$ cat config.mk
export PLATFORM = sky130hd
export DESIGN_NAME = ipml_fifo_rd_stream_flat
export DESIGN_NICKNAME = d
export VERILOG_FILES = /design/src/rtl/ipml_fifo_pkg.sv /design/src/rtl/ipml_fifo_rd_stream_if.sv /design/src/rtl/ipml_fifo_rd_stream_skid_buf.sv /design/src/rtl/ipml_fifo_rd_stream.sv /design/src/flat_wrapper.sv
export SDC_FILE = /design/constraint.sdc
export NUM_CORES = 1
export LEC_CHECK = 0
export ABC_AREA = 1
export CAP_MARGIN = 40
export CORE_ASPECT_RATIO = 1.5
export CORE_MARGIN = 2
export CORE_UTILIZATION = 50
export CTS_CLUSTER_DIAMETER = 120
export DETAILED_ROUTE_END_ITERATION = 7
export HOLD_SLACK_MARGIN = 0.05
export MAX_ROUTING_LAYER = met4
export PLACE_DENSITY = 0.81
export SLEW_MARGIN = 10
export SYNTH_ARGS = -nofsm -noshare
export SYNTH_HDL_FRONTEND = slang
export SYNTH_SLANG_ARGS = --single-unit
$ cat constraint.sdc
create_clock -name rd_clk -period 5.3 [get_ports rd_clk]
set_input_delay 0.53 -clock rd_clk [delete_from_list [all_inputs] [get_ports rd_clk]]
set_output_delay 0.53 -clock rd_clk [all_outputs]
set_load 0.01 [all_outputs]
$ cat src/rtl/ipml_fifo_pkg.sv
// Shared constants and helpers for the ipml FIFO wrapper read-side logic.
// Read latency values mirror the FIFO output-register build option.
package ipml_fifo_pkg;

  localparam int RD_LAT_NOREG = 1;
  localparam int RD_LAT_OREG  = 2;

  // Occupancy counters only ever need to hold 0..3 (BUF_DEPTH is at most 3).
  localparam int CNT_W = 2;

  function automatic int clog2(input int value);
    int result;
    result = 0;
    while ((1 << result) < value) begin
      result = result + 1;
    end
    return (result == 0) ? 1 : result;
  endfunction

endpackage

$ cat src/rtl/ipml_fifo_rd_stream_if.sv
// First-word-fall-through valid/ready stream carrying words out of the FIFO read engine.
// The master drives valid/data; the slave drives ready.
interface ipml_fifo_rd_stream_if #(
  parameter int c_DATA_WIDTH = 8
);

  logic                    m_valid;
  logic [c_DATA_WIDTH-1:0] m_data;
  logic                    m_ready;

  modport master (
    output m_valid,
    output m_data,
    input  m_ready
  );

  modport slave (
    input  m_valid,
    input  m_data,
    output m_ready
  );

endinterface

$ cat src/rtl/ipml_fifo_rd_stream_skid_buf.sv
// Small circular register buffer that holds words returned by the FIFO until the consumer takes them.
// Depth need not be a power of two, so pointers wrap by explicit compare.
module ipml_fifo_skid_buf
  import ipml_fifo_pkg::*;
#(
  parameter int c_DATA_WIDTH = 8,
  parameter int c_DEPTH      = 2
) (
  input  logic                    clk,
  input  logic                    rst,
  input  logic                    flush,
  input  logic                    push,
  input  logic [c_DATA_WIDTH-1:0] push_data,
  input  logic                    pop,
  output logic [CNT_W-1:0]        level,
  output logic [c_DATA_WIDTH-1:0] data
);

  localparam int PTR_W = clog2(c_DEPTH);

  logic [c_DATA_WIDTH-1:0] mem_q [c_DEPTH];
  logic [c_DATA_WIDTH-1:0] mem_d [c_DEPTH];
  logic [PTR_W-1:0]        wptr_q, wptr_d;
  logic [PTR_W-1:0]        rptr_q, rptr_d;
  logic [CNT_W-1:0]        level_q, level_d;

  function automatic logic [PTR_W-1:0] ptr_inc(input logic [PTR_W-1:0] ptr);
    return (ptr == PTR_W'(c_DEPTH - 1)) ? '0 : ptr + PTR_W'(1);
  endfunction

  always_comb begin
    // NOTE: every _d gets its hold value first, so no branch can leave one undriven and infer a latch.
    mem_d   = mem_q;
    wptr_d  = wptr_q;
    rptr_d  = rptr_q;
    level_d = level_q;
    if (flush) begin
      wptr_d  = '0;
      rptr_d  = '0;
      level_d = '0;
    end else begin
      if (push) begin
        mem_d[wptr_q] = push_data;
        wptr_d        = ptr_inc(wptr_q);
      end
      if (pop) begin
        rptr_d = ptr_inc(rptr_q);
      end
      unique case ({push, pop})
        2'b10:   level_d = level_q + CNT_W'(1);
        2'b01:   level_d = level_q - CNT_W'(1);
        default: level_d = level_q;
      endcase
    end
  end

  always_ff @(posedge clk or posedge rst) begin
    if (rst) begin
      // NOTE: the storage is reset because m_data must read 0 out of reset; it is only a few flops.
      for (int i = 0; i < c_DEPTH; i++) begin
        mem_q[i] <= '0;
      end
      wptr_q  <= '0;
      rptr_q  <= '0;
      level_q <= '0;
    end else begin
      // NOTE: non-blocking updates so every flop samples pre-edge values regardless of statement order.
      mem_q   <= mem_d;
      wptr_q  <= wptr_d;
      rptr_q  <= rptr_d;
      level_q <= level_d;
    end
  end

  assign level = level_q;
  assign data  = mem_q[rptr_q];

endmodule

$ cat src/rtl/ipml_fifo_rd_stream.sv
// FIFO read-side drain engine: issues rd_en, tracks words in flight through the RAM read latency
// and presents them from a skid buffer as a registered valid/ready stream.
module ipml_fifo_rd_stream
  import ipml_fifo_pkg::*;
#(
  parameter int c_DATA_WIDTH = 8,
  parameter int c_RD_LATENCY = RD_LAT_NOREG
) (
  input  logic                         rd_clk,
  input  logic                         rd_rst,
  output logic                         fifo_rd_en,
  output logic                         fifo_rd_oce,
  input  logic                         fifo_rd_empty,
  input  logic [c_DATA_WIDTH-1:0]      fifo_rd_data,
  input  logic                         flush,
  ipml_fifo_rd_stream_if.master        m,
  output logic [CNT_W-1:0]             buf_level
);

  localparam int BUF_DEPTH = c_RD_LATENCY + 1;
  localparam int OCC_W     = 3;

  logic [c_RD_LATENCY-1:0] inflight_q, inflight_d;
  logic [CNT_W-1:0]        n_inflight;
  logic [OCC_W-1:0]        occupancy;
  logic                    pop;
  logic                    issue;
  logic                    capture;
  logic [c_DATA_WIDTH-1:0] buf_data;

  always_comb begin
    n_inflight = '0;
    for (int i = 0; i < c_RD_LATENCY; i++) begin
      n_inflight = n_inflight + CNT_W'(inflight_q[i]);
    end
  end

  assign pop = m.m_valid & m.m_ready;

  // Count a word against the buffer from the clock it is requested, so a stalled consumer can
  // never be handed more words than the buffer can hold.
  assign occupancy = OCC_W'(buf_level) + OCC_W'(n_inflight) - OCC_W'(pop);
  assign issue     = !fifo_rd_empty && !flush && (occupancy < OCC_W'(BUF_DEPTH));

  // A word arriving during a flush belongs to the discarded set.
  assign capture = inflight_q[c_RD_LATENCY-1] & ~flush;

  always_comb begin
    inflight_d = '0;
    if (!flush) begin
      inflight_d[0] = issue;
      for (int i = 1; i < c_RD_LATENCY; i++) begin
        inflight_d[i] = inflight_q[i-1];
      end
    end
  end

  always_ff @(posedge rd_clk or posedge rd_rst) begin
    if (rd_rst) begin
      inflight_q <= '0;
    end else begin
      inflight_q <= inflight_d;
    end
  end

  // The RAM clock enable shares rd_en, so it must be dead while reset is held.
  assign fifo_rd_en  = issue & ~rd_rst;
  assign fifo_rd_oce = 1'b1;

  ipml_fifo_skid_buf #(
    .c_DATA_WIDTH (c_DATA_WIDTH),
    .c_DEPTH      (BUF_DEPTH)
  ) u_skid_buf (
    .clk       (rd_clk),
    .rst       (rd_rst),
    .flush     (flush),
    .push      (capture),
    .push_data (fifo_rd_data),
    .pop       (pop),
    .level     (buf_level),
    .data      (buf_data)
  );

  assign m.m_valid = (buf_level != '0);
  assign m.m_data  = buf_data;

endmodule

$ cat src/flat_wrapper.sv
// flat-port wrapper written by rule: the top's interface ports become plain ports
module ipml_fifo_rd_stream_flat import ipml_fifo_pkg::*;
#(
  parameter int c_DATA_WIDTH = 8,
  parameter int c_RD_LATENCY = RD_LAT_NOREG
)
  (rd_clk, rd_rst, fifo_rd_en, fifo_rd_oce, fifo_rd_empty, fifo_rd_data, flush, buf_level, m_m_valid, m_m_data, m_m_ready);
  ipml_fifo_rd_stream_if #(.c_DATA_WIDTH(c_DATA_WIDTH)) m_i ();
  input  logic rd_clk;
  input  logic rd_rst;
  output logic fifo_rd_en;
  output logic fifo_rd_oce;
  input  logic fifo_rd_empty;
  input  logic [c_DATA_WIDTH-1:0] fifo_rd_data;
  input  logic flush;
  output logic [CNT_W-1:0] buf_level;
  output wire logic [$bits(m_i.m_valid)-1:0] m_m_valid;
  output wire logic [$bits(m_i.m_data)-1:0] m_m_data;
  input wire logic [$bits(m_i.m_ready)-1:0] m_m_ready;
  assign m_m_valid = m_i.m_valid;
  assign m_m_data = m_i.m_data;
  assign m_i.m_ready = m_m_ready;
  ipml_fifo_rd_stream #(.c_DATA_WIDTH(c_DATA_WIDTH), .c_RD_LATENCY(c_RD_LATENCY)) u_core (.rd_clk(rd_clk), .rd_rst(rd_rst), .fifo_rd_en(fifo_rd_en), .fifo_rd_oce(fifo_rd_oce), .fifo_rd_empty(fifo_rd_empty), .fifo_rd_data(fifo_rd_data), .flush(flush), .m(m_i), .buf_level(buf_level));
endmodule
==> impl_results.rst, run 1 <==
.. list-table::
   :header-rows: 1

   * - Metric
     - Value
   * - Synth top area share
     - 49.2%
   * - Number of buffers inserted during clock tree synthesis
     - 3
   * - Peak ir drop on the vdd network
     - 231 uV
   * - CTS-repair resized insts
     - 0
   * - Net count after synthesis
     - 144
   * - Synthesized instance count
     - 129
   * - FP Rows
     - 20
   * - Cell area after placement
     - 1310 um2
   * - Overall overflow remaining after global route
     - 0
   * - Initial antenna violation count
     - 0
   * - Total global-route track usage
     - about a fifth
   * - Via total after detailed routing
     - 881
   * - Timing-limited maximum frequency
     - 273 MHz
   * - Static leakage
     - 0.682 nW
   * - Most frequent cells in the layout
     - 47 x sky130_fd_sc_hd__nand2_1, 24 x sky130_fd_sc_hd__clkdlybuf4s50_1, 21 x sky130_fd_sc_hd__dfrtp_1
   * - Ports
     - 26
   * - Detailed-route vias per instance
     - 5.03
   * - Die span in y
     - just over 60 um
   * - Highest net fanout along the worst path
     - 4
   * - Number of different library cells in the post-synthesis netlist
     - 25
   * - CTS tree
     - built
   * - Max-slew violation count
     - 0
   * - Number of iterations in the first detailed-routing pass
     - 4
   * - Die footprint
     - 2530 um2
   * - Starting density of the core
     - 52.7%
   * - Postcts setup bufs
     - 0
   * - Post-synthesis to final-layout area growth
     - 24.6%
   * - Clk_lat worst skew
     - 0.30 ns
   * - Leading cell type in the layout, fill and taps excluded
     - sky130_fd_sc_hd__nand2_1
   * - Number of fill cells in the layout
     - 183
   * - Final weighted congestion in routability-driven placement
     - slightly above 0.9
   * - Area taken by flip-flops and latches
     - 526 um2
   * - Count of antenna diodes in the layout
     - 0
   * - Clock transition at the registers of the reported paths
     - ~0.11 ns
   * - Transition time of the tightest slew-check pin
     - 0.781 ns
   * - Die width
     - around 42 um
   * - Run status
     - complete, no violations
   * - Initial detailed-routing violation count
     - 16
   * - Class of the worst hold path
     - reg -> reg
   * - Top post-synthesis cells by area
     - sky130_fd_sc_hd__dfrtp_1 49%, sky130_fd_sc_hd__nand2_1 17%, sky130_fd_sc_hd__o21ai_2 6.6%
   * - Post-synth top area cell
     - sky130_fd_sc_hd__dfrtp_1
   * - Average detailed-routed wire length per instance
     - around 12 um
   * - Startpoint type of the worst setup path
     - input pin
   * - Unrepaired setup endpoints after global routing
     - no
   * - Clock Tree Root
     - sky130_fd_sc_hd__clkbuf_4
   * - Number of max-capacitance violations reported
     - 0
   * - Path type of the worst setup path
     - in -> out
   * - Final #Nets
     - 169
   * - TritonCTS Sinks
     - 21
   * - Arrival time at the worst endpoint
     - 3.14 ns
   * - Fin Clk Skew
     - around 0.0018 ns
   * - Setup-failing EPs final
     - 0
   * - Headroom to the max-slew limit
     - 47.9%
   * - ANT nets after route
     - 0
   * - Synthesized area divided by synthesized cell count
     - just over 8 um2
   * - CTS Hold Buffers Added
     - 0
   * - Deepest clock path buffer count
     - 2
   * - Floorplan Core Area
     - 2030 um2
   * - Worst Path Required
     - 4.77 ns
   * - Number of register bits inferred by synthesis
     - 21
   * - Wire length of the first global-routing pass
     - 3750 um
   * - Hpwl dp
     - 1510 um
   * - Post-route cell area
     - 1330 um2
   * - Total routed wirelength
     - 2050 um
   * - Final TNS setup
     - 0 ns
   * - Shortest period the worst path allows
     - 3.67 ns
   * - YS warnings
     - 0
   * - Maximum number of pins on one net before global-route repair
     - 22
   * - Total area of multi-input combinational cells
     - 448 um2
   * - H-tree level count
     - 1
   * - Share of post-route cells with drive strength above 1
     - between 10% and 20%
   * - Synth Cell Area
     - 1070 um2
   * - Portion of the post-synthesis area used by sequential elements
     - 49.2%
   * - Number of global-route vias before repair
     - about 900
   * - Power density over cell area
     - 445 nW/um2
   * - CP endpoint kind
     - output port
   * - Post-route fraction of the period consumed by the critical path
     - 69.2%
   * - DR DRC count
     - 0
   * - Number of port buffers
     - 24
   * - Final Hold Fails
     - 0
[report_power, final]
part / switching (mW) / total (mW) / internal (mW)
Clock: 0.0449 / 0.0742 / 0.0293
Combinational: 0.117 / 0.249 / 0.132
Sequential: 0.0434 / 0.269 / 0.226
Total: 0.206 / 0.593 / 0.387
[worst max-delay path, cell delays in order]
cell                              delay (ns)
sky130_fd_sc_hd__clkdlybuf4s50_1        0.54
sky130_fd_sc_hd__nand2_2                0.10
sky130_fd_sc_hd__inv_1                  0.06
sky130_fd_sc_hd__ha_1                   0.21
sky130_fd_sc_hd__or2_2                  0.31
sky130_fd_sc_hd__fa_1                   0.49
sky130_fd_sc_hd__inv_1                  0.05
sky130_fd_sc_hd__nor4_1                 0.26
sky130_fd_sc_hd__clkdlybuf4s50_1        0.57
[cell families after synthesis]
logic type      share of synthesized area (%)
buf+inv                                  8.90
simple gates                             26.5
flops                                    49.2
other cells                             0.351
xor+xnor                                0.820
compound gates                           11.2
fa+ha+maj                                3.04
[flip-flops by register name (all words and copies together) (netlist names)]
register and count:
u_core.u_skid_buf.level 2, u_core.inflight_q 1, u_core.u_skid_buf.wptr_q 1, u_core.u_skid_buf.rptr_q 1
u_core.u_skid_buf.mem_q 16
[per-stage QoR]
step	worst slack, ns	instances	power [mW]	hold WS [ns]	util, %
CTS	1.64	175	0.600	0.496	65.7
detailed placement	1.65	171	0.525	0.472	64.4
global placement	1.71	171	0.513	0.463	64.4
floorplan	2.47	129	0.412	0.455	-
finish	1.63	175	0.593	0.494	65.7
global route	1.50	175	0.642	0.519	65.7
[worst paths after layout]
check	from	endpoint	slack [ns]	depth (start not counted)
max in group asynchronous	rd_rst	u_core.u_skid_buf.wptr_q	4.11	2
min reg2reg	u_core.u_skid_buf.mem_q[4]	u_core.u_skid_buf.mem_q[4]	0.49	2
max	m_m_ready	fifo_rd_en	1.63	9
min in group asynchronous	rd_rst	u_core.u_skid_buf.mem_q[15]	0.70	2
min	u_core.u_skid_buf.mem_q[4]	u_core.u_skid_buf.mem_q[4]	0.49	2
max reg2reg	u_core.u_skid_buf.level[1]	u_core.inflight_q	3.11	9
[synthesized netlist by cell type]
cell / n
sky130_fd_sc_hd__nand3_2: 1
sky130_fd_sc_hd__o21ai_2: 8
sky130_fd_sc_hd__nor2_1: 2
sky130_fd_sc_hd__clkinv_1: 1
sky130_fd_sc_hd__nand4_1: 4
sky130_fd_sc_hd__or2_2: 1
sky130_fd_sc_hd__nor4_1: 1
sky130_fd_sc_hd__conb_1: 1
sky130_fd_sc_hd__inv_2: 1
sky130_fd_sc_hd__or2_1: 1
sky130_fd_sc_hd__buf_4: 2
sky130_fd_sc_hd__dfrtp_1: 21
sky130_fd_sc_hd__nand2_1: 47
sky130_fd_sc_hd__nor3_1: 1
sky130_fd_sc_hd__fa_1: 1
sky130_fd_sc_hd__ha_1: 1
sky130_fd_sc_hd__inv_1: 15
sky130_fd_sc_hd__xor2_1: 1
sky130_fd_sc_hd__a21oi_1: 1
sky130_fd_sc_hd__nand2_2: 4
sky130_fd_sc_hd__buf_6: 1
sky130_fd_sc_hd__buf_2: 1
sky130_fd_sc_hd__nand3_1: 3
sky130_fd_sc_hd__o21ai_1: 8
sky130_fd_sc_hd__o21ai_0: 1
[cell type report]
| cell class | count | area share (%) |
|---|---|---|
| repair buffers | 24 | 18.0 |
| multi-input cells | 87 | 33.6 |
| inverters | 17 | 4.79 |
| flip-flops and latches | 21 | 39.5 |
| clock buffers | 4 | 1.97 |
| well taps | 22 | 2.07 |
[per-layer routing]
metal | global-route usage (%) | vias to the layer above | part of all wire [%]
met3 | 3.57 | 4 | 3.5
met5 | - | - | 0
met1 | 23.5 | 409 | 42
met4 | 8.29 | 0 | 0.88
li1 | - | 449 | -
met2 | 34.4 | 19 | 53
No activity file was read; power rests on OpenSTA's default activity.
==> run 2: changes to the inputs <==
--- a/config.mk
+++ b/config.mk
@@ -9,12 +9,12 @@
 export CAP_MARGIN = 40
 export CORE_ASPECT_RATIO = 1.5
 export CORE_MARGIN = 2
-export CORE_UTILIZATION = 50
+export CORE_UTILIZATION = 48
 export CTS_CLUSTER_DIAMETER = 120
 export DETAILED_ROUTE_END_ITERATION = 7
 export HOLD_SLACK_MARGIN = 0.05
 export MAX_ROUTING_LAYER = met4
-export PLACE_DENSITY = 0.81
+export PLACE_DENSITY = 0.78
 export SLEW_MARGIN = 10
 export SYNTH_ARGS = -nofsm -noshare
 export SYNTH_HDL_FRONTEND = slang
==> constraint.sdc (replaced) <==
create_clock -name rd_clk -period 3.4 [get_ports rd_clk]
set_input_delay 0.34 -clock rd_clk [delete_from_list [all_inputs] [get_ports rd_clk]]
set_output_delay 0.34 -clock rd_clk [all_outputs]
set_load 0.01 [all_outputs]
==> run 2 against run 1 <==
Compared with the run above:
- combinational power increased by 57%
- sequential power grew 55%
- critical path type is now reg -> out
- total power up 56%
- die area is 3.8% higher
- non-clock buffer count up 1
- clock-buffer cell count is the same
- via count is 0.11% lower
==> impl_results.rst, run 2 (same netlist as run 1, synthesis figures left out) <==
.. list-table::
   :header-rows: 1

   * - Metric
     - Value
   * - Run status
     - complete, no violations
   * - Highest net fanout along the worst path
     - 6 (+2)
   * - Share of post-route cells with drive strength above 1
     - 12.3% (+0.57 points)
   * - Starting density of the core
     - 51.4% (-1.3 points)
   * - ANT nets after route
     - 0 (unchanged)
   * - End of the worst register-to-register path
     - u_core.inflight_q
   * - CTS tree
     - built
   * - Die width
     - 42.5 um (+1.9%)
   * - Die footprint
     - 2630 um2 (+3.8%)
   * - Worst Path Required
     - 3.06 ns (-1.71 ns)
   * - Max-slew violation count
     - 0 (unchanged)
   * - Cell area after placement
     - 1310 um2 (+0.58%)
   * - Met1 Usage GRT
     - 23.4% (-0.14 points)
   * - Maximum number of pins on one net before global-route repair
     - 22 (unchanged)
   * - Final TNS setup
     - 0 ns (unchanged)
   * - FP Rows
     - 20 (unchanged)
   * - GRT busiest layer
     - met2
   * - Unrepaired setup endpoints after global routing
     - no
   * - Clock Tree Root
     - sky130_fd_sc_hd__clkbuf_4
   * - Total global-route track usage
     - 19.6% (-0.58 points)
   * - Via total after detailed routing
     - 880 (-0.11%)
   * - Post-route cell area
     - 1340 um2 (+0.47%)
   * - Timing-limited maximum frequency
     - 323 MHz
   * - Area taken by flip-flops and latches
     - 526 um2 (unchanged)
   * - Final weighted congestion in routability-driven placement
     - 0.837 (-8.8%)
   * - CP endpoint kind
     - output port
   * - Post-route fraction of the period consumed by the critical path
     - between 90 and 100%
   * - Number of max-capacitance violations reported
     - 0 (unchanged)
   * - DR DRC count
     - 0 (unchanged)
   * - Final #Nets
     - 170 (+0.59%)
   * - Class of the worst hold path
     - reg -> reg
   * - Most frequent cells in the layout
     - 47 x sky130_fd_sc_hd__nand2_1, 23 x sky130_fd_sc_hd__clkdlybuf4s50_1, 21 x sky130_fd_sc_hd__dfrtp_1
   * - R2r worst-path depth
     - 9 (unchanged)
   * - Clk_lat worst skew
     - 0.30 ns (about the same)
   * - Overall overflow remaining after global route
     - 0 (unchanged)
   * - Average detailed-routed wire length per instance
     - 11.5 um (-2.3%)
   * - Number of iterations in the first detailed-routing pass
     - 5 (+1)
   * - Number of global-route vias before repair
     - 884 (+0.68%)
   * - Setup ws final
     - 0.305 ns (-1.33 ns)
   * - Leading cell type in the layout, fill and taps excluded
     - sky130_fd_sc_hd__nand2_1
   * - Post-Route Utilization
     - 64.4% (-1.3 points)
   * - Reg-to-reg startpoint
     - u_core.u_skid_buf.level[0]
   * - Clock transition at the registers of the reported paths
     - 0.11 ns (about the same)
   * - Initial antenna violation count
     - 0 (unchanged)
   * - Max FFs per register
     - 16 (unchanged)
   * - Die span in y
     - 61.8 um (+1.9%)
   * - Setup-failing EPs final
     - 0 (unchanged)
   * - Static leakage
     - 0.692 nW (+1.4%)
   * - Floorplan Core Area
     - 2080 um2 (+2.5%)
   * - Total area of multi-input combinational cells
     - 448 um2 (unchanged)
   * - Total routed wirelength
     - 2020 um (-1.8%)
   * - Shortest period the worst path allows
     - 3.10 ns
   * - Wire length of the first global-routing pass
     - 3750 um (unchanged)
   * - Path type of the worst setup path
     - reg -> out
   * - Fin Clk Skew
     - 0.00481 ns (+0.00300 ns)
   * - Headroom to the max-slew limit
     - 48.2% (+0.34 points)
   * - Met3 track utilization from global routing
     - 2.02% (-1.5 points)
   * - Peak ir drop on the vdd network
     - 431 uV (+86%)
   * - Register name with the most flops
     - u_core.u_skid_buf.mem_q
   * - Transition time of the tightest slew-check pin
     - 0.776 ns (-0.00511 ns)
   * - DP Worst Slack
     - 0.0712 ns (-1.58 ns)
   * - Count of antenna diodes in the layout
     - 0 (unchanged)
   * - Slack of the worst reg-to-reg path
     - 1.26 ns (-1.85 ns)
   * - Initial detailed-routing violation count
     - 19 (+3)
   * - Min-Delay Path Depth
     - 2 (unchanged)
   * - Hpwl dp
     - 1470 um (-2.3%)
   * - Startpoint type of the worst setup path
     - register
   * - TritonCTS Sinks
     - 21 (unchanged)
   * - Number of fill cells in the layout
     - 188 (+2.7%)
   * - Met2 Use GR
     - 33.0% (-1.4 points)
   * - Final Hold Fails
     - 0 (unchanged)
   * - Arrival time at the worst endpoint
     - 2.76 ns (-0.38 ns)
   * - Post-synthesis to final-layout area growth
     - 25.2%
   * - H-tree level count
     - 1 (unchanged)
   * - Worst hold start
     - u_core.u_skid_buf.mem_q[2]
   * - Number of port buffers
     - 24 (unchanged)
   * - Ports
     - 26 (unchanged)
   * - Deepest clock path buffer count
     - 2 (unchanged)
   * - Terminating pin of the worst hold path
     - u_core.u_skid_buf.mem_q[2]
   * - Detailed-route vias per instance
     - 5.00 (-0.68%)
   * - Power density over cell area
     - 691 nW/um2 (+55%)
   * - Number of buffers inserted during clock tree synthesis
     - 3 (unchanged)
## run 2: changes by cell type in the layout (fill, tap and decap cells not counted)
cell	previous run	this run
sky130_fd_sc_hd__buf_4	0	1
sky130_fd_sc_hd__clkdlybuf4s50_1	24	23
sky130_fd_sc_hd__dlygate4sd2_1	0	1
## run 2: area by class of cell
cell class	instances	share of cell area (%)
clock buffer	4	1.96
inverter	17	4.77
multi-input combinational	87	33.5
sequential	21	39.3
tap	22	2.06
timing repair buffer	25	18.4
## run 2: worst max-delay path by stage
stage	from	end
final	u_core.u_skid_buf.level[0]	fifo_rd_en
after global routing	u_core.u_skid_buf.level[0]	fifo_rd_en
after CTS	u_core.u_skid_buf.level[0]	fifo_rd_en
after detailed placement	m_m_ready	fifo_rd_en
after global placement	m_m_ready	fifo_rd_en
after floorplan	u_core.u_skid_buf.level[1]	fifo_rd_en
## run 2: critical path, cell delays in order (launching register included)
cell and delay [ns]:
sky130_fd_sc_hd__dfrtp_1 0.45, sky130_fd_sc_hd__inv_1 0.11, sky130_fd_sc_hd__nand2_2 0.08, sky130_fd_sc_hd__nand2_2 0.10
sky130_fd_sc_hd__inv_1 0.05, sky130_fd_sc_hd__ha_1 0.26, sky130_fd_sc_hd__or2_2 0.30, sky130_fd_sc_hd__fa_1 0.49
sky130_fd_sc_hd__inv_1 0.05, sky130_fd_sc_hd__nor4_1 0.27, sky130_fd_sc_hd__dlygate4sd2_1 0.31
## run 2: repair_timing
action | in CTS | in global routing
buffers inserted | 0 | 0
setup endpoints to repair | 1 | 0
hold buffers | 0 | 0
gates resized for setup | 1 | 0
## run 2: where the power goes
group	internal, mW	switching [mW]	leakage, nW
clock	0.0458	0.0717	0.0150
sequential	0.352	0.0646	0.272
combinational	0.205	0.185	0.404
total	0.603	0.321	0.692
## run 2: through the flow
stage                     hold WS, ns  power [mW]  cells
after floorplan                 0.317       0.643    129
after global placement          0.464       0.800    172
after detailed placement        0.471       0.817    172
after CTS                       0.498       0.936    176
after global routing            0.524        1.01    176
final                           0.494       0.924    176
## run 2: metal layers
layer	vias to the layer above	part of all wire [%]
met5	-	0
met4	0	2.2
met3	5	5.5
met2	33	48
met1	390	44
li1	452	-
